<file path="config.mk">
export PLATFORM = sky130hd
export DESIGN_NAME = mc_control_fsm
export DESIGN_NICKNAME = d
export VERILOG_FILES = /design/src/rtl/mc_control_fsm.sv
export SDC_FILE = /design/constraint.sdc
export NUM_CORES = 1
export LEC_CHECK = 0
export BUFFER_PORTS_ARGS = -buffer_cell sky130_fd_sc_hd__buf_2
export CORE_MARGIN = 2
export CORE_UTILIZATION = 50
export DETAILED_ROUTE_END_ITERATION = 8
export HOLD_SLACK_MARGIN = 0.08
export PLACE_DENSITY = 0.85
export REMOVE_ABC_BUFFERS = 1
export SETUP_SLACK_MARGIN = 0.05
export SYNTH_ARGS = -nofsm -noshare
export SYNTH_HDL_FRONTEND = slang
export SYNTH_SLANG_ARGS = --single-unit
</file>
<file path="constraint.sdc">
create_clock -name clk -period 3.61 [get_ports clk]
set_input_delay 0.1805 -clock clk [delete_from_list [all_inputs] [get_ports clk]]
set_output_delay 0.1805 -clock clk [all_outputs]
set_load 0.005 [all_outputs]
</file>
<file path="src/rtl/mc_control_fsm.sv">
// Multicycle RV32I control unit: fetch/decode/execute sequencing with memory handshake,
// bus watchdog, trap/halt handling and optional multicycle MUL/DIV.
module mc_control_fsm #(
    parameter int MEM_WAIT_MAX  = 15,
    parameter int EN_MULDIV     = 1,
    parameter int MULDIV_CYCLES = 32,
    parameter int EN_TRAP       = 1
) (
    input  logic        clk,
    input  logic        rst_n,
    input  logic [31:0] instruction,
    input  logic        mem_ready,
    input  logic        resume,
    output logic        mem_req,
    output logic        PCWriteCond,
    output logic        PCWrite,
    output logic        RegWrite,
    output logic        MemRead,
    output logic        MemWrite,
    output logic        IRWrite,
    output logic        MemtoReg,
    output logic        IorD,
    output logic        ALUSrcA,
    output logic [1:0]  ALUSrcB,
    output logic [1:0]  PCSource,
    output logic [1:0]  ALUOp,
    output logic        trap,
    output logic [1:0]  trap_cause,
    output logic        halted,
    output logic [3:0]  state
);

    localparam int WW = $clog2(MEM_WAIT_MAX + 1);
    localparam int MW = $clog2(MULDIV_CYCLES + 1);
    localparam logic [WW-1:0] WAIT_MAX = WW'(MEM_WAIT_MAX);
    localparam logic [MW-1:0] MD_LAST  = MW'(MULDIV_CYCLES - 1);

    localparam logic [6:0] OP_LUI    = 7'b0110111;
    localparam logic [6:0] OP_AUIPC  = 7'b0010111;
    localparam logic [6:0] OP_JAL    = 7'b1101111;
    localparam logic [6:0] OP_JALR   = 7'b1100111;
    localparam logic [6:0] OP_BRANCH = 7'b1100011;
    localparam logic [6:0] OP_LOAD   = 7'b0000011;
    localparam logic [6:0] OP_STORE  = 7'b0100011;
    localparam logic [6:0] OP_IMM    = 7'b0010011;
    localparam logic [6:0] OP_ART    = 7'b0110011;
    localparam logic [6:0] OP_SYSTEM = 7'b1110011;

    typedef enum logic [3:0] {
        S_RST_IDLE   = 4'd0,
        S_FETCH      = 4'd1,
        S_DECODE     = 4'd2,
        S_EXECUTE    = 4'd3,
        S_MULDIV     = 4'd4,
        S_MEM_ACCESS = 4'd5,
        S_WRITE_BACK = 4'd6,
        S_BRANCH     = 4'd7,
        S_TRAP       = 4'd8,
        S_HALT       = 4'd9
    } state_t;

    state_t          state_q, state_d;
    logic [WW-1:0]   wait_q, wait_d, wait_sat;
    logic [MW-1:0]   md_q, md_d;
    logic [1:0]      cause_q, cause_d;
    logic [6:0]      opcode;
    logic [6:0]      funct7;
    logic            is_load, is_muldiv, wd_expire;
    logic            unused_bits;

    assign opcode      = instruction[6:0];
    assign funct7      = instruction[31:25];
    assign unused_bits = ^instruction[24:7];
    assign is_load     = (opcode == OP_LOAD);
    assign is_muldiv   = (opcode == OP_ART) && (funct7 == 7'b0000001);
    // Saturating increment: a long stall can never wrap the watchdog back to zero.
    assign wait_sat    = (wait_q == WAIT_MAX) ? wait_q : wait_q + WW'(1);
    assign wd_expire   = (wait_sat == WAIT_MAX);

    always_ff @(posedge clk or negedge rst_n) begin
        if (!rst_n) begin
            state_q <= S_RST_IDLE;
            wait_q  <= '0;
            md_q    <= '0;
            cause_q <= 2'b00;
        end else begin
            state_q <= state_d;
            wait_q  <= wait_d;
            md_q    <= md_d;
            cause_q <= cause_d;
        end
    end

    always_comb begin
        state_d     = state_q;
        wait_d      = '0;
        md_d        = '0;
        cause_d     = cause_q;
        mem_req     = 1'b0;
        PCWriteCond = 1'b0;
        PCWrite     = 1'b0;
        RegWrite    = 1'b0;
        MemRead     = 1'b0;
        MemWrite    = 1'b0;
        IRWrite     = 1'b0;
        MemtoReg    = 1'b0;
        IorD        = 1'b0;
        ALUSrcA     = 1'b0;
        ALUSrcB     = 2'b00;
        PCSource    = 2'b00;
        ALUOp       = 2'b00;
        trap        = 1'b0;
        halted      = 1'b0;
        case (state_q)
            S_RST_IDLE: state_d = S_FETCH;
            S_FETCH: begin
                mem_req = 1'b1;
                MemRead = 1'b1;
                ALUSrcB = 2'b01;
                if (mem_ready) begin
                    IRWrite = 1'b1;
                    PCWrite = 1'b1;
                    state_d = S_DECODE;
                end else if (wd_expire) begin
                    state_d = S_TRAP;
                    cause_d = 2'b10;
                end else begin
                    wait_d = wait_sat;
                end
            end
            S_DECODE: begin
                ALUSrcB = 2'b11;
                case (opcode)
                    OP_BRANCH: state_d = S_BRANCH;
                    OP_LOAD, OP_STORE, OP_LUI, OP_AUIPC, OP_JAL, OP_JALR, OP_IMM:
                        state_d = S_EXECUTE;
                    OP_ART: begin
                        if (!is_muldiv)          state_d = S_EXECUTE;
                        else if (EN_MULDIV != 0) state_d = S_MULDIV;
                        else if (EN_TRAP != 0) begin
                            state_d = S_TRAP;
                            cause_d = 2'b01;
                        end else                 state_d = S_FETCH;
                    end
                    OP_SYSTEM: begin
                        state_d = S_TRAP;
                        cause_d = 2'b11;
                    end
                    default: begin
                        if (EN_TRAP != 0) begin
                            state_d = S_TRAP;
                            cause_d = 2'b01;
                        end else begin
                            state_d = S_FETCH;
                        end
                    end
                endcase
            end
            S_EXECUTE: begin
                state_d = S_WRITE_BACK;
                case (opcode)
                    OP_LUI: begin
                        ALUSrcB = 2'b10;
                        ALUOp   = 2'b11;
                    end
                    OP_AUIPC: ALUSrcB = 2'b10;
                    OP_IMM: begin
                        ALUSrcA = 1'b1;
                        ALUSrcB = 2'b10;
                        ALUOp   = 2'b10;
                    end
                    OP_ART: begin
                        ALUSrcA = 1'b1;
                        ALUOp   = 2'b10;
                    end
                    OP_LOAD, OP_STORE: begin
                        ALUSrcA = 1'b1;
                        ALUSrcB = 2'b10;
                        state_d = S_MEM_ACCESS;
                    end
                    OP_JAL, OP_JALR: begin
                        PCWrite  = 1'b1;
                        RegWrite = 1'b1;
                        PCSource = (opcode == OP_JAL) ? 2'b10 : 2'b11;
                        state_d  = S_FETCH;
                    end
                    default: state_d = S_FETCH;
                endcase
            end
            S_MULDIV: begin
                ALUSrcA = 1'b1;
                ALUOp   = 2'b10;
                if (md_q == MD_LAST) state_d = S_WRITE_BACK;
                else                 md_d    = md_q + MW'(1);
            end
            S_MEM_ACCESS: begin
                mem_req  = 1'b1;
                IorD     = 1'b1;
                MemRead  = is_load;
                MemWrite = !is_load;
                if (mem_ready) begin
                    state_d = is_load ? S_WRITE_BACK : S_FETCH;
                end else if (wd_expire) begin
                    state_d = S_TRAP;
                    cause_d = 2'b10;
                end else begin
                    wait_d = wait_sat;
                end
            end
            S_WRITE_BACK: begin
                RegWrite = 1'b1;
                MemtoReg = is_load;
                state_d  = S_FETCH;
            end
            S_BRANCH: begin
                ALUSrcA     = 1'b1;
                ALUOp       = 2'b01;
                PCWriteCond = 1'b1;
                PCSource    = 2'b01;
                state_d     = S_FETCH;
            end
            S_TRAP: begin
                trap    = 1'b1;
                state_d = S_HALT;
            end
            S_HALT: begin
                halted = 1'b1;
                if (resume) begin
                    state_d = S_FETCH;
                    cause_d = 2'b00;
                end
            end
            default: state_d = S_RST_IDLE;
        endcase
    end

    assign trap_cause = cause_q;
    assign state      = state_q;

endmodule

</file>
==> reports/results.txt <==
The sequential fraction of the synthesis area is 31.90%, and the combined flip-flop and latch cell area is 400.4 µm². Summing the areas of all compound-gate instances in the mapped netlist gives 18.34% of the synthesized area. The slowest stage of the critical path is the sky130_fd_sc_hd__dfrtp_1 cell.

Setup repair after global routing left no endpoint under its margin. The multi-input logic area came out at 798.3 µm². Summed over all nets, the switching power comes to 0.0003073 W. Final setup slack of the worst path: 1431 ps.

The later pin in the worst-skew pair is clocked with a latency of 310 ps. TritonCTS built the clock tree. The run gives 239 as the number of nets in the layout. The tree is rooted in a sky130_fd_sc_hd__clkbuf_4. Of the total power, the share spent switching nets is 41.47%. The post-route minimum period is 2179 ps, and the final RePlAce weighted congestion is 0.8557. The average vias per placed instance is 6.022, and the initial antenna violation count is 0.

In the routed design, unresolved DRC markers number 0. The number of cell rows was 18. The tools report the number of instances in the synthesized netlist as 159. Setup violations remaining at the end of the flow were counted as 0. For the number of antenna-violating nets in the routed design, the log shows 0. The simple logic cell fraction of the synthesized area was 37.49%. The maximum buffer depth of the clock tree is 2, and the overall power after layout is 0.0007411 W. STA classifies the critical path endpoint as an output pin. The tools report the type of origin of the critical path as a flop.

The most used flip-flop cell after synthesis is sky130_fd_sc_hd__dfrtp_1. In this run, post-CTS repair resized a total of 0 instances. Summed over all cells, the static leakage comes to 0.7418 nW.

Ranked by instance count, the synthesized netlist is headed by sky130_fd_sc_hd__nor2_1, sky130_fd_sc_hd__nand2_1, sky130_fd_sc_hd__dfrtp_1, sky130_fd_sc_hd__nand3_1, sky130_fd_sc_hd__o21ai_0. The combinational fraction of design power came out at 45.2%. After synthesis, the mean cell area works out to 7.893 µm². The layout has 236 filler cells. Cells with a size suffix above 1 make up 26.00% of the layout.

For the number of levels in the clock H-tree, the log shows 1. The final critical path takes up 60.37% of the cycle. Prior to clock tree synthesis, the placed netlist has a worst setup slack of 1787 ps. The average detailed-routed wire length per instance is 14.32 µm. The repair_antennas step left the layout with diodes totalling 0. First-pass iteration count of the detailed router: 5. The run gives 2927 µm² as the total die area. Data on the critical path arrives at its endpoint at 2000 ps.

The tools report the count of boundary I/O pins as 60. The number of clock sinks is 16. The logs give 5250 µm for the global-route wire length before repair and 65.51% for the relative slew slack.

The fraction of synthesized area in multiplexers works out to 1.595%. The growth of design area from synthesis to finish was 20.64%. The run finished with clean final reports. Counting the buffers created by CTS gives 3. Summing all placed instances gives a cell area of 1468 µm². Summed over all layers, the global routing overflow is 0. The count of distinct cell types in the synthesized netlist is 47. The min-delay analysis places its worst path in the category in2reg. The fraction of post-synthesis cell area in the top cell type by area was 31.90%; the sequential power share was 37.6%. Via count of the first global-routing pass: 1,230. The Yosys warning count was 0. Entering global routing, the biggest net connects 17 pins.

The detailed placement HPWL is 2505 µm. Of all nets on the critical path, the largest fanout is 14. For the worst setup path, the data required time is 3430 ps. For this run, the top clock speed supported by timing is 458.9 MHz. The setup path with the least slack is of type reg2out. Traced cell by cell, the critical path runs through nand2_1 > or3_1 > nor2_1 > nand2_1 > o21ai_1 > buf_2.

The tools report the internal portion of total power as 0.0004338 W. The share of synthesized registers carrying an async set or reset came out at 100.0%. The area of all placed cells without fillers was 1514 µm²; the critical path buffer and inverter count was 1. The logs give 10.30 ps for the worst-case clock skew and 2432 µm² for the core outline area. sky130_fd_sc_hd__nor2_1 is the most common cell in the netlist.

Setup total negative slack on the finished layout was measured at 0 ps. The tools report the netlist area before placement as 1255 µm². The biggest area contributor in the post-synthesis netlist is sky130_fd_sc_hd__dfrtp_1. Clock-pin slew was measured on the worst setup and hold paths at 110 ps.

For the combined global-route utilization of all metal layers, the log shows 24.53%. The adder-cell share of the synthesized area was 1.994%; the via count of the routed design was 1,385. Of the total synthesized cell area, the portion taken by XOR and XNOR cells is 4.187%. Yosys mapped a number of flops with a built-in enable equal to 0. On the critical path the largest part of the delay comes from simple AND/OR/NAND/NOR gates. The worst stage delay on the critical path is 580 ps, and the floorplan die height is 54.10 µm.

For the pin with the worst max-slew slack, the measured transition is 514.3 ps. The combinational family with the most area after synthesis was simple AND/OR/NAND/NOR gates. The tool flagged a number of max-cap violations equal to 0. During placement, the flow inserted port buffers numbering 41. The aggregate routed wire length came out at 3294 µm.

Ranked by total cell area, the synthesized netlist is headed by sky130_fd_sc_hd__dfrtp_1, sky130_fd_sc_hd__nor2_1, sky130_fd_sc_hd__nand2_1. The first routing iteration left 81 violations. The clock network is responsible for 17.2% of the overall power. Power spread over the standard cell area amounts to 489.5 nW/µm². The worst ir drop on vdd was 0.4127 mV; the die span in x was 54.10 µm.

Once the floorplan was initialized, standard cells occupied 51.59% of the core. In this run, synthesis produced a sequential element count of 16. The number of slew-limit violations in the final report was 0. Total count of hold-check failures in the final report: 0. Counting stages on the worst path, the most repeated cell is sky130_fd_sc_hd__nand2_1.
-- layer usage --
metal / track usage [%] / share of wire, % / vias up
met5: 0 / 0 / -
met4: 8.333 / 1.7 / 0
met3: 3.611 / 8.2 / 6
met2: 41.06 / 47 / 67
met1: 32.29 / 43 / 646
li1: - / - / 666
-- power groups by stage --
stage / logic [W] / registers, W / clock network [W]
floorplan: 0.000207 / 0.000269 / 0
global placement: 0.000321 / 0.000277 / 0
detailed placement: 0.000330 / 0.000281 / 0
CTS: 0.000334 / 0.000277 / 0.000128
global route: 0.000376 / 0.000287 / 0.000137
finish: 0.000335 / 0.000279 / 0.000128
-- tightest hold or removal path, stage by stage --
cell and delay [ps]:
sky130_fd_sc_hd__buf_2 120, sky130_fd_sc_hd__a32oi_1 100, sky130_fd_sc_hd__nand4_1 80
-- placed cells by master (no fill, tap or decap), types with 3 or more instances in the layout --
cell,netlist,routed
sky130_fd_sc_hd__a211oi_1,3,3
sky130_fd_sc_hd__a21oi_1,6,6
sky130_fd_sc_hd__a31oi_1,3,3
sky130_fd_sc_hd__and3_1,4,4
sky130_fd_sc_hd__buf_2,3,41
sky130_fd_sc_hd__clkbuf_4,0,3
sky130_fd_sc_hd__dfrtp_1,16,16
sky130_fd_sc_hd__inv_1,7,7
sky130_fd_sc_hd__nand2_1,18,18
sky130_fd_sc_hd__nand2b_1,4,4
sky130_fd_sc_hd__nand3_1,9,9
sky130_fd_sc_hd__nor2_1,25,25
sky130_fd_sc_hd__nor2b_1,3,3
sky130_fd_sc_hd__nor3_1,5,5
sky130_fd_sc_hd__o21ai_0,8,8
sky130_fd_sc_hd__o21ai_1,3,3
sky130_fd_sc_hd__xnor2_1,4,4
-- path summary, 6_finish.rpt --
| check | startpoint | endpoint | slack (ps) | depth (start not counted) |
|---|---|---|---|---|
| worst min-delay path | mem_ready | state[0]$_DFFE_PN0P_ | 210 | 3 |
| worst min register to register | md_q[0]$_DFF_PN0_ | md_q[0]$_DFF_PN0_ | 460 | 1 |
| max in group asynchronous | rst_n | wait_q[0]$_DFF_PN0_ | 3030 | 2 |
| min in group asynchronous | rst_n | trap_cause[1]$_DFFE_PN0P_ | 310 | 2 |
| worst max register to register | state[2]$_DFFE_PN0P_ | trap_cause[1]$_DFFE_PN0P_ | 1750 | 5 |
| worst max-delay path | state[1]$_DFFE_PN0P_ | PCSource[0] | 1430 | 6 |
-- what timing repair did --
| action | CTS | global route |
|---|---|---|
| setup buffers | 0 | 0 |
| hold endpoints to repair | 16 | 0 |
| hold buffers | 1 | 0 |
-- cell families after synthesis --
group                    after synthesis
multiplexers                           2
AND/OR/NAND/NOR                       86
XOR/XNOR                               6
AO/OA/AOI/OAI                         35
buffers and inverters                 12
flip-flops                            16
adder cells (fa/ha/maj)                2
-- sequential cells by signal, indices dropped and copies added, names as in the netlist --
| name | flops |
|---|---|
| trap_cause | 2 |
| wait_q | 4 |
| state | 4 |
| md_q | 6 |
-- stage by stage --
step,hold slack (ps),utilization [%],std cells
final,206.5,62.24,230
after global routing,214.4,62.24,230
after CTS,196.0,62.24,230
after detailed placement,113.2,60.34,225
after global placement,115.4,60.34,225
after floorplan,-115.1,-,154
-- final cells by class --
type                            count  share of cell area [%]
Clock buffer                        4                   2.397
Inverter                            7                   1.736
Multi-Input combinational cell    131                   52.73
Sequential cell                    16                   26.45
Tap cell                           30                   2.479
Timing Repair Buffer               42                   14.21
No activity file was read; power rests on OpenSTA's default activity.
